File: src/rtl/sum_seg_pkg.sv
// sum_seg_pkg
// Shared definitions for the pipelined carry-lookahead adder/subtractor.
//   SUM_SEG_WIDTH  default operand/result width
//   SUM_SEG_SLICE  default bits per lookahead slice (one slice per stage)
//   sum_seg_stages number of pipeline stages for a given width and slice
package sum_seg_pkg;

  localparam int SUM_SEG_WIDTH = 16;
  localparam int SUM_SEG_SLICE = 4;

  // One lookahead slice is handled per pipeline stage.
  function automatic int sum_seg_stages(input int width, input int slice);
    return width / slice;
  endfunction

endpackage

File: src/rtl/sum_seg_cla.sv
// sum_cla
// Purely combinational SLICE-bit carry-lookahead slice.
//   A, B      slice operands (B already inverted by the caller for subtract)
//   c_in      carry into bit 0 of the slice
//   S         slice sum
//   c_out     carry out of the slice MSB
//   c_msb_in  carry into the slice MSB, used for two's-complement overflow
module sum_cla
  import sum_seg_pkg::*;
#(
  parameter int SLICE = SUM_SEG_SLICE
) (
  output logic [SLICE-1:0] S,
  output logic             c_out,
  output logic             c_msb_in,
  input  logic [SLICE-1:0] A,
  input  logic [SLICE-1:0] B,
  input  logic             c_in
);

  logic [SLICE-1:0] gen;
  logic [SLICE-1:0] prop;
  logic [SLICE:0]   carry;

  assign gen  = A & B;
  assign prop = A ^ B;

  // Every carry is formed directly from generate/propagate terms and c_in
  // (sum of products), so no carry waits on a lower carry inside the slice.
  always_comb begin
    logic acc;
    logic prop_run;
    carry    = '0;
    acc      = 1'b0;
    prop_run = 1'b1;
    carry[0] = c_in;
    for (int i = 0; i < SLICE; i++) begin
      acc      = 1'b0;
      prop_run = 1'b1;
      for (int j = i; j >= 0; j--) begin
        acc      = acc | (gen[j] & prop_run);
        prop_run = prop_run & prop[j];
      end
      carry[i+1] = acc | (prop_run & c_in);
    end
  end

  assign S        = prop ^ carry[SLICE-1:0];
  assign c_out    = carry[SLICE];
  assign c_msb_in = carry[SLICE-1];

endmodule

File: src/rtl/sum_seg.sv
// sum_seg
// Pipelined carry-lookahead adder/subtractor with valid/ready handshake.
// Each stage adds one SLICE-bit slice and registers its carry for the next.
//   clk, reset          clock and asynchronous active-high reset
//   in_valid, in_ready  operand handshake (in_ready = !out_valid || out_ready)
//   A, B, c_in, sub     operands; sub=1 computes A-B and ignores c_in
//   out_valid, out_ready result handshake
//   S, c_out, ovf       registered sum/difference, carry out, overflow
module sum_seg
  import sum_seg_pkg::*;
#(
  parameter int WIDTH = SUM_SEG_WIDTH,
  parameter int SLICE = SUM_SEG_SLICE
) (
  input  logic             clk,
  input  logic             reset,
  input  logic             in_valid,
  output logic             in_ready,
  input  logic [WIDTH-1:0] A,
  input  logic [WIDTH-1:0] B,
  input  logic             c_in,
  input  logic             sub,
  output logic             out_valid,
  input  logic             out_ready,
  output logic [WIDTH-1:0] S,
  output logic             c_out,
  output logic             ovf
);

  localparam int STAGES = sum_seg_stages(WIDTH, SLICE);

  if (WIDTH % SLICE != 0) begin : g_width_check
    $error("sum_seg: WIDTH must be a multiple of SLICE");
  end

  logic             en;
  logic [WIDTH-1:0] b_eff;

  // The whole pipeline freezes while a result waits for its consumer.
  assign en       = !out_valid || out_ready;
  assign in_ready = en;

  // Subtraction inverts B once at the input; the +1 enters as stage 0 carry.
  assign b_eff = B ^ {WIDTH{sub}};

  for (genvar k = 0; k < STAGES; k++) begin : g_stage
    localparam int LOW = (k + 1) * SLICE;
    localparam int REM = WIDTH - LOW;

    logic [SLICE-1:0] a_sl;
    logic [SLICE-1:0] b_sl;
    logic [SLICE-1:0] sum_sl;
    logic             c_src;
    logic             v_src;
    logic             c_slice;
    logic             c_msb_tap;
    logic [LOW-1:0]   s_nxt;
    logic [LOW-1:0]   s_q;
    logic             c_q;
    logic             v_q;

    // Stage 0 reads the ports; later stages read the skewed operand bits,
    // carry, valid and completed low result bits held by the stage before.
    if (k == 0) begin : g_src
      assign a_sl  = A[SLICE-1:0];
      assign b_sl  = b_eff[SLICE-1:0];
      assign c_src = sub | c_in;
      assign v_src = in_valid;
      assign s_nxt = sum_sl;
    end else begin : g_src
      assign a_sl  = g_stage[k-1].g_ops.a_q[SLICE-1:0];
      assign b_sl  = g_stage[k-1].g_ops.b_q[SLICE-1:0];
      assign c_src = g_stage[k-1].c_q;
      assign v_src = g_stage[k-1].v_q;
      assign s_nxt = {sum_sl, g_stage[k-1].s_q};
    end

    sum_cla #(
      .SLICE(SLICE)
    ) u_cla (
      .S        (sum_sl),
      .c_out    (c_slice),
      .c_msb_in (c_msb_tap),
      .A        (a_sl),
      .B        (b_sl),
      .c_in     (c_src)
    );

    // Stage valid, carry and deskewed result bits.
    always_ff @(posedge clk or posedge reset) begin
      if (reset) begin
        v_q <= 1'b0;
        c_q <= 1'b0;
        s_q <= '0;
      end else if (en) begin
        v_q <= v_src;
        c_q <= c_slice;
        s_q <= s_nxt;
      end
    end

    // Operand skew: only the slices still to be added travel onward.
    if (REM > 0) begin : g_ops
      logic [REM-1:0] a_q;
      logic [REM-1:0] b_q;
      logic [REM-1:0] a_nxt;
      logic [REM-1:0] b_nxt;

      if (k == 0) begin : g_fwd
        assign a_nxt = A[WIDTH-1:SLICE];
        assign b_nxt = b_eff[WIDTH-1:SLICE];
      end else begin : g_fwd
        assign a_nxt = g_stage[k-1].g_ops.a_q[REM+SLICE-1:SLICE];
        assign b_nxt = g_stage[k-1].g_ops.b_q[REM+SLICE-1:SLICE];
      end

      // Remaining high operand bits for the later stages.
      always_ff @(posedge clk or posedge reset) begin
        if (reset) begin
          a_q <= '0;
          b_q <= '0;
        end else if (en) begin
          a_q <= a_nxt;
          b_q <= b_nxt;
        end
      end
    end

    // Only the top slice sees the word MSB, so only it registers overflow.
    if (k == STAGES - 1) begin : g_last
      logic ovf_q;

      // Overflow is carry into the MSB differing from carry out of it.
      always_ff @(posedge clk or posedge reset) begin
        if (reset) begin
          ovf_q <= 1'b0;
        end else if (en) begin
          ovf_q <= c_msb_tap ^ c_slice;
        end
      end
    end else begin : g_mid
      logic msb_unused;
      assign msb_unused = c_msb_tap;
    end
  end

  assign out_valid = g_stage[STAGES-1].v_q;
  assign S         = g_stage[STAGES-1].s_q;
  assign c_out     = g_stage[STAGES-1].c_q;
  assign ovf       = g_stage[STAGES-1].g_last.ovf_q;

endmodule

File: config.mk
export PLATFORM = sky130hd
export DESIGN_NAME = sum_seg
export DESIGN_NICKNAME = d
export VERILOG_FILES = /design/src/rtl/sum_seg_pkg.sv /design/src/rtl/sum_seg_cla.sv /design/src/rtl/sum_seg.sv
export SDC_FILE = /design/constraint.sdc
export NUM_CORES = 1
export LEC_CHECK = 0
export CAP_MARGIN = 20
export CORE_MARGIN = 3
export CORE_UTILIZATION = 30
export CTS_CLUSTER_DIAMETER = 30
export DETAILED_ROUTE_END_ITERATION = 7
export GPL_TIMING_DRIVEN = 0
export PLACE_DENSITY_LB_ADDON = 0.15
export SYNTH_ARGS = -nofsm -noshare
export SYNTH_HDL_FRONTEND = slang
export SYNTH_HIERARCHICAL = 1
export SYNTH_SLANG_ARGS = --single-unit
File: constraint.sdc
create_clock -name clk -period 9.85 [get_ports clk]
set_input_delay 2.4625 -clock clk [delete_from_list [all_inputs] [get_ports clk]]
set_output_delay 2.4625 -clock clk [all_outputs]
set_load 0.05 [all_outputs]
==> metrics, run 1 <==
initial antenna violation count=0; final core utilization=0.390; # clock sinks=97; Crit Path Max Fanout=10; hold-fix buffers at CTS=0; DR vias/cell=4.37; Cells after Synth=295; wl on met1=3910 um; vias in the first global route=2,584; ANT nets after route=0; DP Area=~5300 um2; hold path cells=1; largest net degree at the start of global routing=67; Post-CTS Setup Repair Bufs=0; Leak Pwr=0.00247 uW; Residual DRC=0; fillcell total=1,367; Peak VDD IR=0.0000964 V; dpl ws=between 3 and 4 ns; cell area after synthesis=4450 um2; Design Area, Final=5540 um2; CP Launch Type=input port; Critical Path, Cell by Cell=clkdlybuf4s50_1 -> nand2b_4 -> buf_6 -> buf_6 -> buf_6 -> clkdlybuf4s50_1; RD Place Congestion=between 0.6 and 0.7; routed vias=2,397; Total Nets Final=421; Clock Skews=0.00753 ns; Hold Violations, Final=0; fin crit period=between 6 and 7 ns; drt total wl=8050 um; reg2reg path depth=6; grt total ovfl=0; Max-slew headroom=0.633; ANT cells=0; Net Count, Synth=353; fmax=0.147 GHz; Worst setup EP type=primary output; Setup TNS=0 ns; Yosys warning count=6; clock latency on the worst-skew pair=about 0.34 ns; Required @ worst endpoint=7.39 ns; WS Path Type=input port to primary output; drt pass-1 iters=4; post-DP HPWL=about 5600 um; initial DRC count=79; std cell rows=between 40 and 50; Die Y-Extent=128 um; Synth Area per Inst=between 15 and 20 um2; CP arrival=approximately 4.4 ns; Initial Util=0.314; ratio of cells with drive above 1 in the final layout=0.370; max layer used=met4; met3 WL=roughly 280 um; core area=14,200 um2; Area Overhead vs Synth=24.5%; P per Cell Area=around 330 nW/um2; Clock Root Buffer=clkbuf_16; final slew viol count=0; Max Root-Sink Buffers=2; worst setup margin=between 3 and 4 ns; CP most frequent cell=buf_6; gr usage total=0.106; Die X=about 130 um; flops & latches, synth=97; unrepaired setup endpoints after global routing=false; first-pass GRT wire length=between 10,000 and 15,000 um; Die Area=16,300 um2; met2 WL post-DR=3770 um; clock buffer count from CTS=9; HP Class=flip-flop to flip-flop; CTS tree=built; WL per Instance=14.7 um; H-tree Lvls=3; Final setup viols=0; status=complete, no violations; IO Count=58; Max Cap Violations=0; CTS clock-pin slew for the worst setup and hold paths=0.07 ns; cts repair resizes=0; Critical-path top delay cell=clkdlybuf4s50_1; CP peak stage delay=a little over 0.8 ns; measured slew at the worst slew-check pin=~0.55 ns; post-synth cell types=19; fin crit share=0.692; part of the Yosys area used for sequential elements=0.545; # port buffers=56
## cell usage after synthesis
cell type / count / area, um2
inv_1: 13 / 48.8
xor2_1: 26 / 228
or2_2: 1 / 6.26
nor2_1: 8 / 30.0
nand2b_1: 1 / 6.26
a21o_1: 4 / 30.0
mux2_4: 18 / 270
buf_2: 8 / 40.0
a211oi_2: 4 / 50.1
buf_4: 1 / 7.51
dfrtp_1: 97 / 2430
buf_6: 4 / 45.0
nand2b_4: 1 / 13.8
o21bai_2: 4 / 45.0
o21ai_0: 4 / 20.0
fa_1: 4 / 80.1
ha_1: 16 / 200
mux2_2: 78 / 878
xnor2_1: 3 / 26.3
## path summary, 6_finish.rpt
path / slack (ns) / end / startpoint
max: 3.03 / in_ready / out_ready
min: 0.46 / out_valid / g_stage[2].v_q
max reg2reg: 7.96 / ovf / g_stage[2].g_ops.a_q[0]
min reg2reg: 0.46 / out_valid / g_stage[2].v_q
max in group asynchronous: 6.71 / g_stage[1].g_ops.a_q[6] / reset
min in group asynchronous: 2.48 / g_stage[0].g_ops.a_q[0] / reset
## metrics by stage
step | std cells | power [uW] | hold WS, ns
floorplan | 295 | 1320 | 0.430
global placement | 531 | 1520 | 0.450
detailed placement | 532 | 1540 | 0.447
CTS | 548 | 1880 | 0.463
global route | 548 | 1970 | 0.492
finish | 548 | 1840 | 0.459
## cells in the final DEF (no fill, tap or decap)
cell             instances
mux2_4                  18
clkbuf_1                 1
inv_4                    1
buf_16                   1
clkinv_2                 3
ha_1                    16
buf_2                    8
mux2_2                  78
or2_2                    1
xnor2_1                  3
o21ai_0                  4
clkbuf_8                 1
clkbuf_16                9
nand2b_4                 1
nor2_1                   8
dfrtp_1                 97
buf_6                    4
a211oi_2                 4
nand2b_1                 1
xor2_1                  26
clkinvlp_4               1
clkinv_4                 1
a21o_1                   4
clkdlybuf4s50_1         56
buf_4                    1
inv_1                   12
fa_1                     4
o21bai_2                 4
## per-layer routing
metal	global-route usage	vias up
met5	0	-
met4	0.0356	0
met3	0.0254	7
met2	0.168	41
met1	0.143	1199
li1	-	1150
## critical path: cells and delay by family
family,cells,cell delay (ns)
simple gates,1,0.12
buf+inv,5,1.76
## cells by family after synthesis
group                    synth area share
AO/OA/AOI/OAI                      0.0326
flip-flops                          0.545
buffers and inverters              0.0318
XOR/XNOR                           0.0570
multiplexers                        0.258
AND/OR/NAND/NOR                    0.0126
adder cells (fa/ha/maj)            0.0629
## state kept, by name, summed over array words and instances (netlist names)
register,cells
S,16
out_valid,1
g_stage.s_q,24
ovf,1
g_stage.g_ops.b_q,24
g_stage.g_ops.a_q,24
g_stage.c_q,3
c_out,1
g_stage.v_q,3
## where the power goes
part	switching, uW	total [uW]	leakage (uW)	internal (uW)
clock	145	322	0.000135	177
sequential	100	682	0.00113	582
combinational	402	837	0.00120	435
## cell type report
type | count | area (um2) | area share
sequential | 97 | 2430 | 0.438
clock inverter | 5 | 31.3 | 0.00564
timing repair buffer | 57 | 588 | 0.106
tap | 180 | 225 | 0.0406
inverter | 13 | 51.3 | 0.00926
multi-input combinational | 172 | 1880 | 0.340
buffer | 13 | 92.6 | 0.0167
clock buffer | 11 | 243 | 0.0438
(Power assumes the default switching activity.)
==> run 2, diff against run 1 <==
==> constraint.sdc (replaced) <==
create_clock -name clk -period 5.5 [get_ports clk]
set_input_delay 1.375 -clock clk [delete_from_list [all_inputs] [get_ports clk]]
set_output_delay 1.375 -clock clk [all_outputs]
set_load 0.05 [all_outputs]
==> results of run 2 <==
The final DEF is identical to that of run 1. Status: complete, no violations.
Main changes from that run: setup slack after placement 3.01 ns -> 0.834 ns; setup slack after layout 3.03 ns -> 0.855 ns; register-to-register setup slack 7.96 ns -> 3.61 ns; total power 1840 uW -> 3300 uW; worst IR drop on VDD 0.0000964 V -> 0.000173 V
==> run 3, diff against run 2 <==
==> constraint.sdc (replaced) <==
create_clock -name clk -period 4.5 [get_ports clk]
set_input_delay 1.125 -clock clk [delete_from_list [all_inputs] [get_ports clk]]
set_output_delay 1.125 -clock clk [all_outputs]
set_load 0.05 [all_outputs]
==> results of run 3 <==
The final DEF is identical to that of run 1. Status: complete, no violations.
Main changes from that run: setup slack after placement 3.01 ns -> 0.334 ns; setup slack after layout 3.03 ns -> 0.355 ns; register-to-register setup slack 7.96 ns -> 2.61 ns; total power 1840 uW -> 4030 uW; worst IR drop on VDD 0.0000964 V -> 0.000211 V
